===== src/rtl/ysyx_23060061_ifu_axi_fetch.sv =====
`default_nettype none
// ============================================================================
// Module      : ysyx_23060061_ifu_axi_fetch
// Description : Instruction fetch unit. Issues single-outstanding AXI4-Lite
//               reads, buffers returned instructions in a small prefetch
//               FIFO and hands them to the IDU over a valid/ready handshake.
//               A redirect flushes the FIFO and discards any in-flight beat.
// Options     : IFU_ACCESS_FAULT_EN - tag error responses as inst_fault and
//               halt fetching until the next redirect.
// Revision    : 1.0 - initial release
// ============================================================================
module ysyx_23060061_ifu_axi_fetch #(
    parameter int                ADDR_W     = 32,
    parameter int                INST_W     = 32,
    parameter int                FIFO_DEPTH = 4,
    parameter logic [ADDR_W-1:0] RESET_PC   = 32'h8000_0000
) (
    input  logic              clk,
    input  logic              rst,
    input  logic              redirect,
    input  logic [ADDR_W-1:0] redirect_pc,
    output logic              inst_valid,
    input  logic              inst_ready,
    output logic [INST_W-1:0] inst,
    output logic [ADDR_W-1:0] inst_pc,
    output logic              inst_fault,
    output logic [ADDR_W-1:0] araddr,
    output logic              arvalid,
    input  logic              arready,
    input  logic [INST_W-1:0] rdata,
    input  logic [1:0]        rresp,
    input  logic              rvalid,
    output logic              rready
);

    localparam int                PTR_W   = $clog2(FIFO_DEPTH);
    localparam int                CNT_W   = PTR_W + 1;
    localparam logic [CNT_W-1:0]  C_DEPTH = CNT_W'(FIFO_DEPTH);
    localparam logic [ADDR_W-1:0] C_STEP  = ADDR_W'(4);

    typedef enum logic [1:0] {
        ST_IDLE = 2'd0,
        ST_AR   = 2'd1,
        ST_R    = 2'd2
    } state_t;

    state_t            r_state;
    state_t            w_state_nxt;

    logic [ADDR_W-1:0] r_fetch_pc;
    logic [ADDR_W-1:0] r_req_addr;
    logic              r_drop;
    logic              r_halted;

    logic [INST_W-1:0] r_mem_inst [FIFO_DEPTH];
    logic [ADDR_W-1:0] r_mem_pc   [FIFO_DEPTH];
    logic [PTR_W-1:0]  r_wr_ptr;
    logic [PTR_W-1:0]  r_rd_ptr;
    logic [CNT_W-1:0]  r_count;

    logic              w_issue;
    logic              w_ar_hs;
    logic              w_beat;
    logic              w_push;
    logic              w_pop;
    logic              w_fault;

    // State register
    always_ff @(posedge clk) begin
        if (rst) begin
            r_state <= ST_IDLE;
        end else begin
            r_state <= w_state_nxt;
        end
    end

    // Next-state and AXI handshake outputs; issue only with a free FIFO slot
    always_comb begin
        w_state_nxt = r_state;
        arvalid     = 1'b0;
        rready      = 1'b0;
        w_issue     = 1'b0;
        w_ar_hs     = 1'b0;
        w_beat      = 1'b0;
        case (r_state)
            ST_IDLE: begin
                if (!r_halted && !redirect && (r_count < C_DEPTH)) begin
                    w_issue     = 1'b1;
                    w_state_nxt = ST_AR;
                end
            end
            ST_AR: begin
                arvalid = 1'b1;
                if (arready) begin
                    w_ar_hs     = 1'b1;
                    w_state_nxt = ST_R;
                end
            end
            ST_R: begin
                rready = 1'b1;
                if (rvalid) begin
                    w_beat      = 1'b1;
                    w_state_nxt = ST_IDLE;
                end
            end
            default: begin
                w_state_nxt = ST_IDLE;
            end
        endcase
    end

    // A beat is kept only if no redirect hit it, either earlier or right now
    assign w_push = w_beat && !r_drop && !redirect;
    assign w_pop  = inst_valid && inst_ready && !redirect;

    // The request address is frozen at issue so araddr stays put across a redirect
    assign araddr = r_req_addr;

    // Fetch PC, drop flag and fault halt
    always_ff @(posedge clk) begin
        if (rst) begin
            r_fetch_pc <= RESET_PC;
            r_req_addr <= RESET_PC;
            r_drop     <= 1'b0;
            r_halted   <= 1'b0;
        end else begin
            if (w_issue) begin
                r_req_addr <= r_fetch_pc;
            end
            if (redirect) begin
                r_fetch_pc <= redirect_pc;
                r_halted   <= 1'b0;
            end else if (w_ar_hs && !r_drop) begin
                r_fetch_pc <= r_req_addr + C_STEP;
            end
            if (w_beat) begin
                r_drop <= 1'b0;
            end else if (redirect && ((r_state == ST_AR) || (r_state == ST_R))) begin
                r_drop <= 1'b1;
            end
            if (w_push && w_fault) begin
                r_halted <= 1'b1;
            end
        end
    end

    // FIFO pointers and occupancy; redirect empties the queue
    always_ff @(posedge clk) begin
        if (rst || redirect) begin
            r_wr_ptr <= '0;
            r_rd_ptr <= '0;
            r_count  <= '0;
        end else begin
            if (w_push) begin
                r_wr_ptr <= r_wr_ptr + PTR_W'(1);
            end
            if (w_pop) begin
                r_rd_ptr <= r_rd_ptr + PTR_W'(1);
            end
            case ({w_push, w_pop})
                2'b10:   r_count <= r_count + CNT_W'(1);
                2'b01:   r_count <= r_count - CNT_W'(1);
                default: r_count <= r_count;
            endcase
        end
    end

    // FIFO storage, written on each kept beat
    always_ff @(posedge clk) begin
        if (w_push) begin
            r_mem_inst[r_wr_ptr] <= rdata;
            r_mem_pc[r_wr_ptr]   <= r_req_addr;
        end
    end

    assign inst_valid = (r_count != '0);
    assign inst       = r_mem_inst[r_rd_ptr];
    assign inst_pc    = r_mem_pc[r_rd_ptr];

`ifdef IFU_ACCESS_FAULT_EN
    logic r_mem_fault [FIFO_DEPTH];

    assign w_fault = (rresp != 2'b00);

    // Fault tag travels with its instruction
    always_ff @(posedge clk) begin
        if (w_push) begin
            r_mem_fault[r_wr_ptr] <= w_fault;
        end
    end

    assign inst_fault = r_mem_fault[r_rd_ptr];
`else
    logic w_unused_rresp;

    assign w_unused_rresp = ^rresp;
    assign w_fault        = 1'b0;
    assign inst_fault     = 1'b0;
`endif

endmodule
`default_nettype wire

===== config.mk =====
export PLATFORM = sky130hd
export DESIGN_NAME = ysyx_23060061_ifu_axi_fetch
export DESIGN_NICKNAME = d
export VERILOG_FILES = /design/src/rtl/ysyx_23060061_ifu_axi_fetch.sv
export SDC_FILE = /design/constraint.sdc
export NUM_CORES = 1
export LEC_CHECK = 0
export CAP_MARGIN = 0
export CORE_MARGIN = 1.5
export CORE_UTILIZATION = 45
export CTS_BUF_LIST = sky130_fd_sc_hd__clkbuf_8
export CTS_CLUSTER_SIZE = 24
export DETAILED_ROUTE_END_ITERATION = 7
export DONT_BUFFER_PORTS = 1
export SKIP_CTS_REPAIR_TIMING = 1
export SYNTH_ARGS = -nofsm -noshare
export SYNTH_HDL_FRONTEND = slang
export SYNTH_SLANG_ARGS = --single-unit

===== constraint.sdc =====
create_clock -name clk -period 4.3 [get_ports clk]
set_input_delay 0.215 -clock clk [delete_from_list [all_inputs] [get_ports clk]]
set_output_delay 0.215 -clock clk [all_outputs]
set_load 0.005 [all_outputs]

==> Word level (Yosys, flattened, before mapping) <==
Memories as Yosys holds them, arrays and structs flattened. A register that Yosys moved wholly into a read port is not among the register bits.
Cells that the tools add are included.
{ "word_totals": {"register_bits": 74, "ram_bits": 256, "input_bits": 72, "output_inout_bits": 100, "word_cells": 60, "mem_count": 2} }
{ "memory_table": {"columns": ["name", "words", "word_bits", "rd", "rd_clocked_by_memory_dff", "write_ports", "line_no", "text"], "rows": [
  ["r_mem_inst", 4, 32, 1, 1, 1, "55", "logic [INST_W-1:0] r_mem_inst [FIFO_DEPTH];"],
  ["r_mem_pc", 4, 32, 1, 1, 1, "56", "logic [ADDR_W-1:0] r_mem_pc [FIFO_DEPTH];"]
]} }
{ "classes": {"addsub": 5, "order_cmp": 1, "n_eq_ne": 7, "muxes": 21, "reduce_logical": 17} }
{ "ops": {"columns": ["cell", "count"], "rows": [
  ["$mux W32", 2],
  ["$add A32 B3 Y32 const B", 1],
  ["$mux W2", 7],
  ["$mux W1", 10],
  ["$logic_and A1 B1 Y1", 7],
  ["$ne A2 B2 Y1 const B", 3],
  ["$pmux W2 S3", 1],
  ["$pmux W3 S2", 1],
  ["$add A2 B1 Y2 const B", 2],
  ["$eq A2 B1 Y1 const B", 2],
  ["$eq A2 B2 Y1 const B", 2],
  ["$reduce_bool A2 Y1", 2],
  ["$add A3 B1 Y3 const B", 1],
  ["$lt A3 B3 Y1 const B", 1],
  ["$reduce_and A3 Y1", 1],
  ["$reduce_bool A3 Y1", 1],
  ["$sub A3 B1 Y3 const B", 1],
  ["$logic_not A1 Y1", 2],
  ["$logic_not A2 Y1", 1],
  ["$logic_or A1 B1 Y1", 2],
  ["$reduce_or A2 Y1", 1]
]} }

==> Longest topological paths before layout <==
{ "depth": {"word_depth": 6, "depth_mapped": 11} }

==> Worst setup path before layout <==
Ideal clock, no wire load.
{ "synth_timing": {"kind": "flip-flop to flip-flop", "from": "register r_state[0]", "to": "memory r_mem_inst[0][0], enable pin", "setup_ps": 429, "arrival_ps": 2682, "slack_ps": 1189, "path_stages_with_launch": 6, "path_buffers": 0, "period_less_slack_ps": 3111, "cell_sequence": "dfxtp_1 -> inv_1 -> ha_1 -> nand2_1 -> nor3_1 -> and2_1"} }
{ "synth_between": {"elab_chain_cells": 6} }
{ "synth_rtl": {"columns": ["item", "line_no", "text"], "rows": [
  ["from (decl)", "47", "state_t r_state;"],
  ["from (signal assigned)", "73", "r_state <= w_state_nxt;"],
  ["$eq A2 B2 Y1", "85", "case (r_state)"],
  ["$mux W1", "85", null],
  ["$logic_and A1 B1 Y1 (2 in series)", "113", "assign w_push = w_beat && !r_drop && !redirect;"],
  ["$mux W1", "170", "if (w_push) begin"],
  ["$mux W1 (implied by the code)", "171", "r_mem_inst[r_wr_ptr] <= rdata;"],
  ["to (decl)", "55", null]
]} }
No other way between the ends.

==> Final worst setup path <==
{ "layout_timing": {"from": "register r_state[0]", "to": "memory r_mem_pc[0][4], enable pin"} }
{ "layout_between": {"elab_chain_cells": 6} }
{ "layout_rtl": {"columns": ["item", "line_no", "text"], "rows": [
  ["$eq A2 B2 Y1", "85", null],
  ["$mux W1", "85", null],
  ["$logic_and A1 B1 Y1 (2 in series)", "113", null],
  ["$mux W1", "170", null],
  ["$mux W1 (implied by the code)", "172", "r_mem_pc[r_wr_ptr] <= r_req_addr;"],
  ["to (decl)", "56", null]
]} }
No other way between the ends.

==> impl_metrics.toml <==
[detailed_routing]
detail-route-antenna-nets = 0
route.detailed.drc = 0
dr_total_vias = 7284
wire_per_inst_um = 21.2
drtPass1Iterations = 5
vias_per_cell = 5.56
drt_wl_total_um = 27800
drt_iter0_drc = 408

[power_and_ir_drop]
switching_share = 0.218
intPower_mw = 4.90
pwr-share-clk = 0.397
p_sw_mw = 1.36
leakage_nw = 4.84
power_frac_comb = 0.038
power_mw = 6.26
power-per-cell-area_nw_per_um2 = 419
seqPwrFrac = 0.565
irDropWorstVdd_v = 0.000208

[finish]
area.sequential_um2 = 9220
layout-drive-gt1-share = 0.163
synthToLayoutAreaGrowth_pct = 16.3
instances_no_fill = 1310
multi_input_area_um2 = 3400
fin_nets = 966
fillers = 2267

[place]
gp_congestion = 0.780
dp.cells = 1136
place_hpwl_um = 16000
port_buffers = 0

[status]
outcome = "complete, no violations"

[global_routing]
grt_pass1_wl_um = 41000
grt_overflow = 0
grt_max_degree = 69
track_usage = 0.185
antenna_found_initial = 2
first_global_vias = 7261

[logic_synthesis]
yosysSeqAreaShare = 0.717
synth_edf_count = 256
synth_top_area_frac = 0.599
synthDistinctLibCells = 45
synth_area_um2 = 12800
netlist_instances = 798
ys_seq_elements = 332
yosys_most_used_dff = "edfxtp_1"
yosysTopAreaCell = "edfxtp_1"
synth.area.top_cells = "edfxtp_1, dfxtp_1, mux4_2, nand2_1, a21oi_1"
yosysMostFrequentCell = "edfxtp_1"
synth_commonest_cells = "edfxtp_1, nand2_1, dfxtp_1, mux4_2, a21oi_1"
async_flop_share = 0
synth_area_per_cell_um2 = 16.1
synth_warnings = 0
syn_nets = 880

[clock_network]
cts.htree.levels = 2
path_clk_slew_ps = 60
cts_tree = "built"
numCtsBuffers = 53
clk_path_buf_depth = 3
root_buffer = "clkbuf_8"
clkSinkCount = 332
clk_latency_ps = 570

[timing]
setup_tns_ps = 0
drv_slew = 0
rsz0062_at_grt = "no"
fmax_ghz = 0.346
post-route-period-util = 0.672
period_needed_ps = 2890
hold_viol = 0
fin_worst_skew_ps = 21.5
holdWs_ps = 14.6
setup_violations = 0
slew_headroom = 0.293
worst_pin_slew_ps = 1060

[critical_path]
critical_path_arrival_ps = 3060
slowest_stage = "and2_4"
critical_path.max_fanout = 64
crit_required_ps = 4470
crit_chain = "inv_1, ha_1, nand2_1, nor3_1, and2_4"
start_kind = "flop"
endpoint_kind = "flop"
path_class = "reg -> reg"
cpPeakStageDelay_ps = 880

[worst_hold_path]
holdCritPathClass = "in -> reg"

[die]
initial_core_util = 0.460
row_count = 61
coreArea_um2 = 27900
die_h_um = 172
dieArea_um2 = 29600
die_w_um = 172
io_pins = 172

[job]
maxCapViolCount = 0
## final timing paths
check	endpoint	slack (ps)	start	cells past startpoint
max	r_mem_pc[0][4]$_DFFE_PP_	1410	r_state[0]$_SDFFE_PP0P_	5
min	r_fetch_pc[5]$_SDFFE_PP0P_	10	redirect	3
max reg2reg	r_mem_pc[0][4]$_DFFE_PP_	1410	r_state[0]$_SDFFE_PP0P_	5
min reg2reg	araddr[19]$_SDFFE_PP0P_	450	r_fetch_pc[19]$_SDFFE_PP0P_	2
## final cells by class
class                           count  share of cell area
Timing Repair Buffer               76              0.0519
Clock buffer                       62              0.0571
Clock inverter                     38              0.0106
Multi-Input combinational cell    407               0.228
Tap cell                          378              0.0317
Inverter                           14             0.00352
Sequential cell                   332               0.617
Antenna cell                        3            0.000503
## cell usage in the layout, fill, tap and decap left out, drive strengths merged, types with 3 or more instances in the layout
master,n
a21oi,62
a221oi,7
and2,6
and3,26
and4,3
buf,7
clkbuf,62
clkinv,12
clkinvlp,3
dfxtp,76
diode,3
dlygate4sd3,69
edfxtp,256
ha,9
inv,37
mux4,64
nand2,89
nand3,12
nand4,9
nor2,31
nor3,10
nor4,5
o21ai,6
o22ai,15
xnor2,24
xor2,6
## per-layer routing
metal	GRT usage	up-vias	routed length, um
li1	-	3266	-
met1	0.214	3659	11300
met2	0.318	303	13700
met3	0.0659	56	2130
met4	0.0650	0	674
met5	0	-	0
## power by group through the flow
| stage | Clock [mW] | Sequential, mW | Combinational, mW |
|---|---|---|---|
| 4_1_cts | 2.55 | 3.53 | 0.151 |
| 3_3_place_gp | 0 | 3.60 | 0.142 |
| 5_1_grt | 2.69 | 3.54 | 0.259 |
| 2_1_floorplan | 0 | 3.58 | 0.126 |
| 3_5_place_dp | 0 | 3.60 | 0.149 |
| 6_report | 2.49 | 3.53 | 0.239 |
## logic make-up (layout without fill, tap and decap cells)
group           after synthesis  count (layout)  share of synthesized area
compound gates              102             102                     0.0463
buf+inv                      59             190                     0.0187
simple gates                199             199                     0.0736
flops                       332             332                      0.717
fa+ha+maj                    10              10                     0.0103
mux                          65              65                      0.113
other cells                   1               4                   0.000292
xor+xnor                     30              30                     0.0205
## flip-flops by register name (all words and copies together), names as in the netlist, named ones only
name	cells
r_rd_ptr	2
r_mem_pc	128
r_mem_inst	128
r_count	3
r_drop	1
r_wr_ptr	2
r_fetch_pc	32
r_state	2
araddr	32
## worst max-delay path: cells and delay by family (launching register included)
kind          cells  cell delay (ps)
simple gates      3             1680
buf+inv           1               90
flops             1              330
fa+ha+maj         1              260
## metrics by stage
stage	utilization	instance area [um2]	worst slack, ps
2_1_floorplan	-	12800	1190
3_3_place_gp	0.472	13200	1590
3_5_place_dp	0.472	13200	1410
4_1_cts	0.508	14200	1410
5_1_grt	0.535	14900	1180
6_report	0.535	14900	1410
(Power assumes the default switching activity.)
